==> src/rtl/instr_fetch.sv <==
// Multi-cycle fetch/decode/exec sequencer: IDLE -> FETCH -> DECODE -> EXEC, with a sticky HALT state.
// Fetch waits on mem_ready, and exec waits on exec_done. The next PC and retire count update in the exec_done cycle.
module instr_fetch #(
  parameter logic [31:0] RESET_PC = 32'h0000_0000
) (
  input  logic        clk,
  input  logic        rst_b,
  output logic        mem_req,
  output logic [31:0] mem_addr,
  input  logic        mem_ready,
  input  logic [31:0] mem_rdata,
  output logic [31:0] inst,
  output logic [5:0]  opcode,
  output logic [5:0]  func,
  output logic        inst_valid,
  output logic [31:0] pc,
  output logic [31:0] pc_plus4,
  input  logic        cu_halted,
  input  logic        Jump,
  input  logic        JumpReg,
  input  logic        Branch,
  input  logic        alu_zero,
  input  logic [31:0] rs_value,
  input  logic        exec_done,
  output logic        halted,
  output logic        fault,
  output logic [31:0] retired
);

  typedef enum logic [2:0] {IDLE, FETCH, DECODE, EXEC, HALT} fetchState_t;

  fetchState_t state;
  logic [31:0] branchOff;
  logic [31:0] branchTgt;
  logic [31:0] jumpTgt;
  logic [31:0] nextPc;
  logic        jrMisaligned;

  assign pc_plus4     = pc + 32'd4;
  assign mem_addr     = pc;
  assign opcode       = inst[31:26];
  assign func         = inst[5:0];
  assign branchOff    = {{14{inst[15]}}, inst[15:0], 2'b00};
  assign branchTgt    = pc_plus4 + branchOff;
  assign jumpTgt      = {pc_plus4[31:28], inst[25:0], 2'b00};
  assign jrMisaligned = JumpReg && (rs_value[1:0] != 2'b00);

  // Redirect priority: register jump beats direct jump beats taken branch.
  always_comb begin
    nextPc = pc_plus4;
    if (JumpReg)
      nextPc = rs_value;
    else if (Jump)
      nextPc = jumpTgt;
    else if (Branch && alu_zero)
      nextPc = branchTgt;
  end

  always_ff @(posedge clk or negedge rst_b) begin
    if (!rst_b) begin
      state      <= IDLE;
      pc         <= RESET_PC;
      inst       <= 32'h0;
      retired    <= 32'h0;
      halted     <= 1'b0;
      fault      <= 1'b0;
      mem_req    <= 1'b0;
      inst_valid <= 1'b0;
    end else begin
      case (state)
        IDLE: begin
          state   <= FETCH;
          mem_req <= 1'b1;
        end
        FETCH: begin
          if (mem_ready) begin
            inst       <= mem_rdata;
            mem_req    <= 1'b0;
            inst_valid <= 1'b1;
            state      <= DECODE;
          end
        end
        DECODE: begin
          inst_valid <= 1'b0;
          if (cu_halted) begin
            halted <= 1'b1;
            state  <= HALT;
          end else begin
            state <= EXEC;
          end
        end
        EXEC: begin
          if (exec_done) begin
            // A misaligned register target stops the core without retiring the instruction.
            if (jrMisaligned) begin
              fault  <= 1'b1;
              halted <= 1'b1;
              state  <= HALT;
            end else begin
              pc      <= nextPc;
              retired <= retired + 32'd1;
              mem_req <= 1'b1;
              state   <= FETCH;
            end
          end
        end
        HALT: begin
          mem_req    <= 1'b0;
          inst_valid <= 1'b0;
        end
        default: begin
          state      <= IDLE;
          mem_req    <= 1'b0;
          inst_valid <= 1'b0;
        end
      endcase
    end
  end

endmodule

==> config.mk <==
export PLATFORM = sky130hd
export DESIGN_NAME = instr_fetch
export DESIGN_NICKNAME = d
export VERILOG_FILES = /design/src/rtl/instr_fetch.sv
export SDC_FILE = /design/constraint.sdc
export NUM_CORES = 1
export LEC_CHECK = 0
export BUFFER_PORTS_ARGS = -buffer_cell sky130_fd_sc_hd__buf_2
export CORE_ASPECT_RATIO = 0.9
export CORE_UTILIZATION = 56
export CTS_CLUSTER_DIAMETER = 30
export CTS_CLUSTER_SIZE = 12
export DETAILED_ROUTE_END_ITERATION = 6
export PLACE_DENSITY = 0.88
export SETUP_SLACK_MARGIN = 0.5
export SYNTH_ARGS = -nofsm -noshare
export SYNTH_HDL_FRONTEND = slang
export SYNTH_SLANG_ARGS = --single-unit
==> constraint.sdc <==
create_clock -name clk -period 11.6 [get_ports clk]
set_input_delay 0.58 -clock clk [delete_from_list [all_inputs] [get_ports clk]]
set_output_delay 0.58 -clock clk [all_outputs]
set_load 0.1 [all_outputs]
Yosys cells after proc, flatten, opt, wreduce, memory -nomap -nowiden

Index checks and enable logic that the tools add are counted.

Latch bits: 0
Bits of input ports: 73
Memory bits (read-only): 0
Memories: 0
Bits in registers: 103
Memory bits (writable): 0

Reductions and logical operators: 13
Bitwise logic cells: 4
Order comparisons: 0
Div/mod/pow operators: 0
Shift-type cells: 0
Add/sub/neg operators: 3
Multiply operators: 0
Equal/unequal tests: 9
Multiplexer cells: 18

Operators by type and width:

| kind                  | count |
|---|---|
| $mux 32               | 3 |
| $add 32x1->32 const B | 1 |
| $add 32x3->32 const B | 1 |
| $add 32x32->32        | 1 |
| $pmux 3 s5            | 1 |
| $mux 3                | 4 |
| $ne 2x2->1 const B    | 5 |
| $reduce_and 3->1      | 3 |
| $reduce_and 4->1      | 2 |
| $mux 1                | 7 |
| $eq 3x2->1 const B    | 2 |
| $not 1->1             | 4 |
| $pmux 1 s2            | 2 |
| $pmux 1 s4            | 1 |
| $reduce_and 2->1      | 2 |
| $reduce_bool 2->1     | 2 |
| $eq 3x1->1 const B    | 1 |
| $eq 3x3->1 const B    | 1 |
| $logic_not 3->1       | 1 |
| $logic_and 1x1->1     | 2 |
| $reduce_or 2->1       | 1 |

Logic depth before layout (Yosys ltp)

Depth in word-level cells: 5
Mapped depth: 17
Gate-level depth less buffers: 16

Least setup slack after synthesis

OpenSTA, ideal clock, no wires.

Path type: flip-flop to flip-flop
Start: register pc[2] (netlist: mem_addr[2])
End: register pc[29] (netlist: mem_addr[29])
Setup slack: 5.269 ns
Stages on the path, launching flop included: 18
Required time: 11.514 ns
Path buffers: 1
Arrival time: 6.244 ns
Path through: dfrtp_1 -> ha_1 -> nand4_1 -> or4_1 -> clkbuf_1 -> nor2_1 -> nand2_1 -> xnor2_1 -> ha_1 -> a21oi_1 -> o21bai_1 -> a21oi_1 -> o221ai_1 -> nor4b_1 -> nor3_1 -> a2111oi_0 -> a31oi_1 -> o22ai_1

Cells in the longest elaborated chain, start to end: 5

RTL lines:

| item                   | RTL line | source |
|---|---|---|
| from (decl)            | 16       | `output logic [31:0] pc,` |
| from (signal assigned) | 100      | `pc <= nextPc;` |
| $add 32x3->32          | 39       | `assign pc_plus4 = pc + 32'd4;` |
| via pc_plus4[22]       | 17       | `output logic [31:0] pc_plus4,` |
| $add 32x32->32         | 44       | `assign branchTgt = pc_plus4 + branchOff;` |
| $mux 32                | 55       | `else if (Branch && alu_zero)` |
| $mux 32                | 53       | `else if (Jump)` |
| $mux 32                | 51       | `if (JumpReg)` |

The timed path passes the listed nets, and every way through them passes these cells.
A chain may end at the register's enable or synchronous reset.

Final worst setup path

Start: register pc[2] (netlist: mem_addr[2])
End: register pc[29] (netlist: mem_addr[29])

Cells in the longest elaborated chain, start to end: 5

RTL lines:

| item              | RTL line |
|---|---|
| $add 32x3->32 (*) | 39 |
| $add 32x32->32    | 44 |
| $mux 32           | 55 |
| $mux 32 (*)       | 53 |
| $mux 32 (*)       | 51 |

Mark *: on every way between the ends. The rest lies on a longest branch, timed or not.

==> flow_summary.toml <==
[synth]
synth.top_cell.area_share_pct = 35.10
synth.most_common_cell = "dfrtp_1"
ys_ff_latch = 103
synth_mux_area_share_pct = 5.452
synth_compound_area_share_pct = 17.35
synthDistinctLibCells = 60
synthArstFlopShare_pct = 100.0
synth_edf_count = 0
synth_top_family_by_area = "simple AND/OR/NAND/NOR gates"
yosys.area_share.simple_pct = 19.32
synth_common_cells = "103 x dfrtp_1, 93 x nand2_1, 82 x nor2_1"
synth_area_um2 = 7343
syn_nets = 961
postSynthCellCount = 850
yosysSeqAreaShare_pct = 35.10
yosys.area.top_type = "dfrtp_1"
synth-xor-area-share_pct = 9.048
synth_warnings = 0
synth-adder-area-share_pct = 6.577
postSynthAreaPerCell_um2 = 8.639
ys.flop_type = "dfrtp_1"
yosys-top-cells-area = "dfrtp_1 35%, ha_1 6.3%, xnor2_1 5.8%"

[critical_path]
critPathCaptureType = "flip-flop"
critPathTopFamily = "simple AND/OR/NAND/NOR gates"
cp_max_fo = 7
path_class = "flip-flop to flip-flop"
critical_path_depth = 16
crit_path_start = "mem_addr[2]$_DFFE_PN0P_"
crit_chain = "ha_1 > nand4_1 > or4_1 > nor2_1 > nand2_1 > xnor2_1 > ha_1 > a21oi_1 > o21bai_1 > a21oi_1 > o221ai_1 > nor4b_1 > nor3_1 > a2111oi_0 > a31oi_1 > o22ai_1"
required_ns = 11.88
cp_data_arrival_time_ns = 5.02
r2r-start = "mem_addr[2]$_DFFE_PN0P_"
slowest_delay_ns = 0.63
r2r_end = "mem_addr[29]$_DFFE_PN0P_"
r2r_setup_slack_ns = 6.85
timing.critical_path.slowest_stage_cell = "or4_1"
startpoint_type = "flip-flop"
crit_buf_inv = 0
worstRegToRegCells = 16
crit_end = "mem_addr[29]$_DFFE_PN0P_"

[place]
gp_congestion = 0.9295
hpwl_um = 16880
numPortBuffers = 248
dp_slack_ns = 7.005

[drt]
wire_per_inst_um = 18.92
vias = 7320
drcViolationCount = 0
drtPass1Iterations = 6
drt_iter0_drc = 551
postRouteAntennaNets = 0
routed_wl_um = 22830
vias_per_cell = 6.065

[timing]
slew_violations = 0
finalSetupTns_ns = 0
tightest_slew_ns = 1.090
maxSlewHeadroom_pct = 27.15
rsz0062_at_grt = "false"
fin_crit_ns = 4.747
finalHoldViolations = 0
layout_setup_ws_ns = 6.853
fmax_mhz = 210.7
skew_ns = 0.008639
finalSetupViolations = 0
period_share_pct = 40.92

[finish]
n_fill_cell = 1039
syn2layout_area_growth_pct = 18.08
final_nets = 1148
drive_gt1_share_pct = 29.85
multi_input_area_um2 = 4250
seqCellArea_um2 = 2577

[floorplanning]
start_util_pct = 57.66
rows = 39
die_h_um = 110.6
die_width_um = 122.7
dieArea_um2 = 13580
io_pins = 249
coreArea_um2 = 12740

[grt]
grt-ovfl-total = 0
grt_pass1_vias = 6916
antenna_found_initial = 1
grt.total_usage_pct = 34.74
grt_pass1_wl_um = 36470
grt_max_degree = 78

[clock_network]
h-tree-depth = 3
cts_hold_buf = 0
post-cts-setup-buffers = 0
cts.sinks = 103
clockBufferDepth = 2
cts-root-buf = "clkbuf_16"
clock_latency_ns = 0.36
cts_resized = 0
cts_buffers = 9
cts_tree = "done"
path_clk_slew_ns = 0.07

[status]
status = "finished, final reports clean"

[hold_path]
hp-class = "input pin to asynchronous set/reset pin"

[flow_run]
maxCapViolations = 0
## placed cells by master, fill, tap and decap left out, types with 4 or more instances in the layout
| cell | synthesis | final |
|---|---|---|
| a21o_1 | 14 | 14 |
| and3_1 | 15 | 15 |
| mux2_2 | 32 | 32 |
| nand3_1 | 29 | 29 |
| nand4_1 | 13 | 13 |
| nand2_1 | 93 | 93 |
| inv_1 | 18 | 18 |
| nor3_1 | 22 | 22 |
| xnor2_1 | 49 | 49 |
| buf_2 | 0 | 247 |
| o211ai_1 | 7 | 7 |
| buf_4 | 46 | 5 |
| o21bai_1 | 5 | 5 |
| or3_1 | 5 | 5 |
| nand2b_1 | 8 | 8 |
| or2_2 | 4 | 4 |
| dfrtp_1 | 103 | 103 |
| nor2_1 | 82 | 80 |
| o21a_1 | 7 | 7 |
| xor2_1 | 25 | 25 |
| a31oi_1 | 9 | 9 |
| clkbuf_16 | 0 | 9 |
| nor2b_1 | 8 | 8 |
| ha_1 | 37 | 37 |
| mux2i_1 | 4 | 4 |
| o21ai_0 | 45 | 45 |
| a21oi_1 | 63 | 63 |
| o22ai_1 | 7 | 7 |
| a211oi_1 | 18 | 18 |
## worst min path at each step
stage | endpoint | slack (ns) | startpoint
after floorplan | fault$_DFFE_PN0P_ | 0.28 | rst_b
after global placement | halted$_DFFE_PN0P_ | 0.45 | halted$_DFFE_PN0P_
after detailed placement | fault$_DFFE_PN0P_ | 0.46 | fault$_DFFE_PN0P_
after CTS | retired[23]$_DFFE_PN0P_ | 0.14 | rst_b
after global routing | retired[22]$_DFFE_PN0P_ | 0.14 | rst_b
final | retired[22]$_DFFE_PN0P_ | 0.13 | rst_b
## cell families (layout without fill, tap and decap cells)
family	after synthesis	after routing
buffers and inverters	94	286
DFF	103	103
xor gates and xnor gates	75	75
AOI/OAI and AO/OA	204	204
muxes	36	36
adders and majority gates	38	38
other	0	1
and+or+nand+nor	300	300
## layer usage
metal | global-route usage, % | share of wire [%] | vias up | wire length, um
li1 | - | - | 3385 | -
met1 | 46.99 | 41 | 3500 | 9384
met2 | 54.19 | 47 | 384 | 10750
met3 | 8.058 | 8.9 | 51 | 2038
met4 | 12.11 | 2.9 | 0 | 659
met5 | 0 | 0 | - | 0
## state kept, by name, summed over array words and instances (netlist names)
register / flops
state: 3
inst: 32
mem_req: 1
mem_addr: 32
fault: 1
halted: 1
retired: 32
inst_valid: 1
## final cells by class
class	instances	share of cell area, %
Multi-Input combinational cell	653	49.02
Inverter	18	0.7792
Antenna cell	1	0.02886
Clock buffer	11	2.915
Timing Repair Buffer	252	14.69
Sequential cell	103	29.73
Tap cell	164	2.367
Clock inverter	5	0.4762
## per-stage QoR
step	area (um2)	std cells	hold WS (ns)	utilization, %
floorplan	7343	850	0.2844	-
global placement	8374	1190	0.4461	65.75
detailed placement	8374	1190	0.4629	65.75
CTS	8668	1206	0.1378	68.06
global route	8671	1207	0.1440	68.08
finish	8671	1207	0.1338	68.08
Power is left out: the tool's default activity adds up to more than one toggle a clock period on the data nets, which glitch-free logic cannot reach.
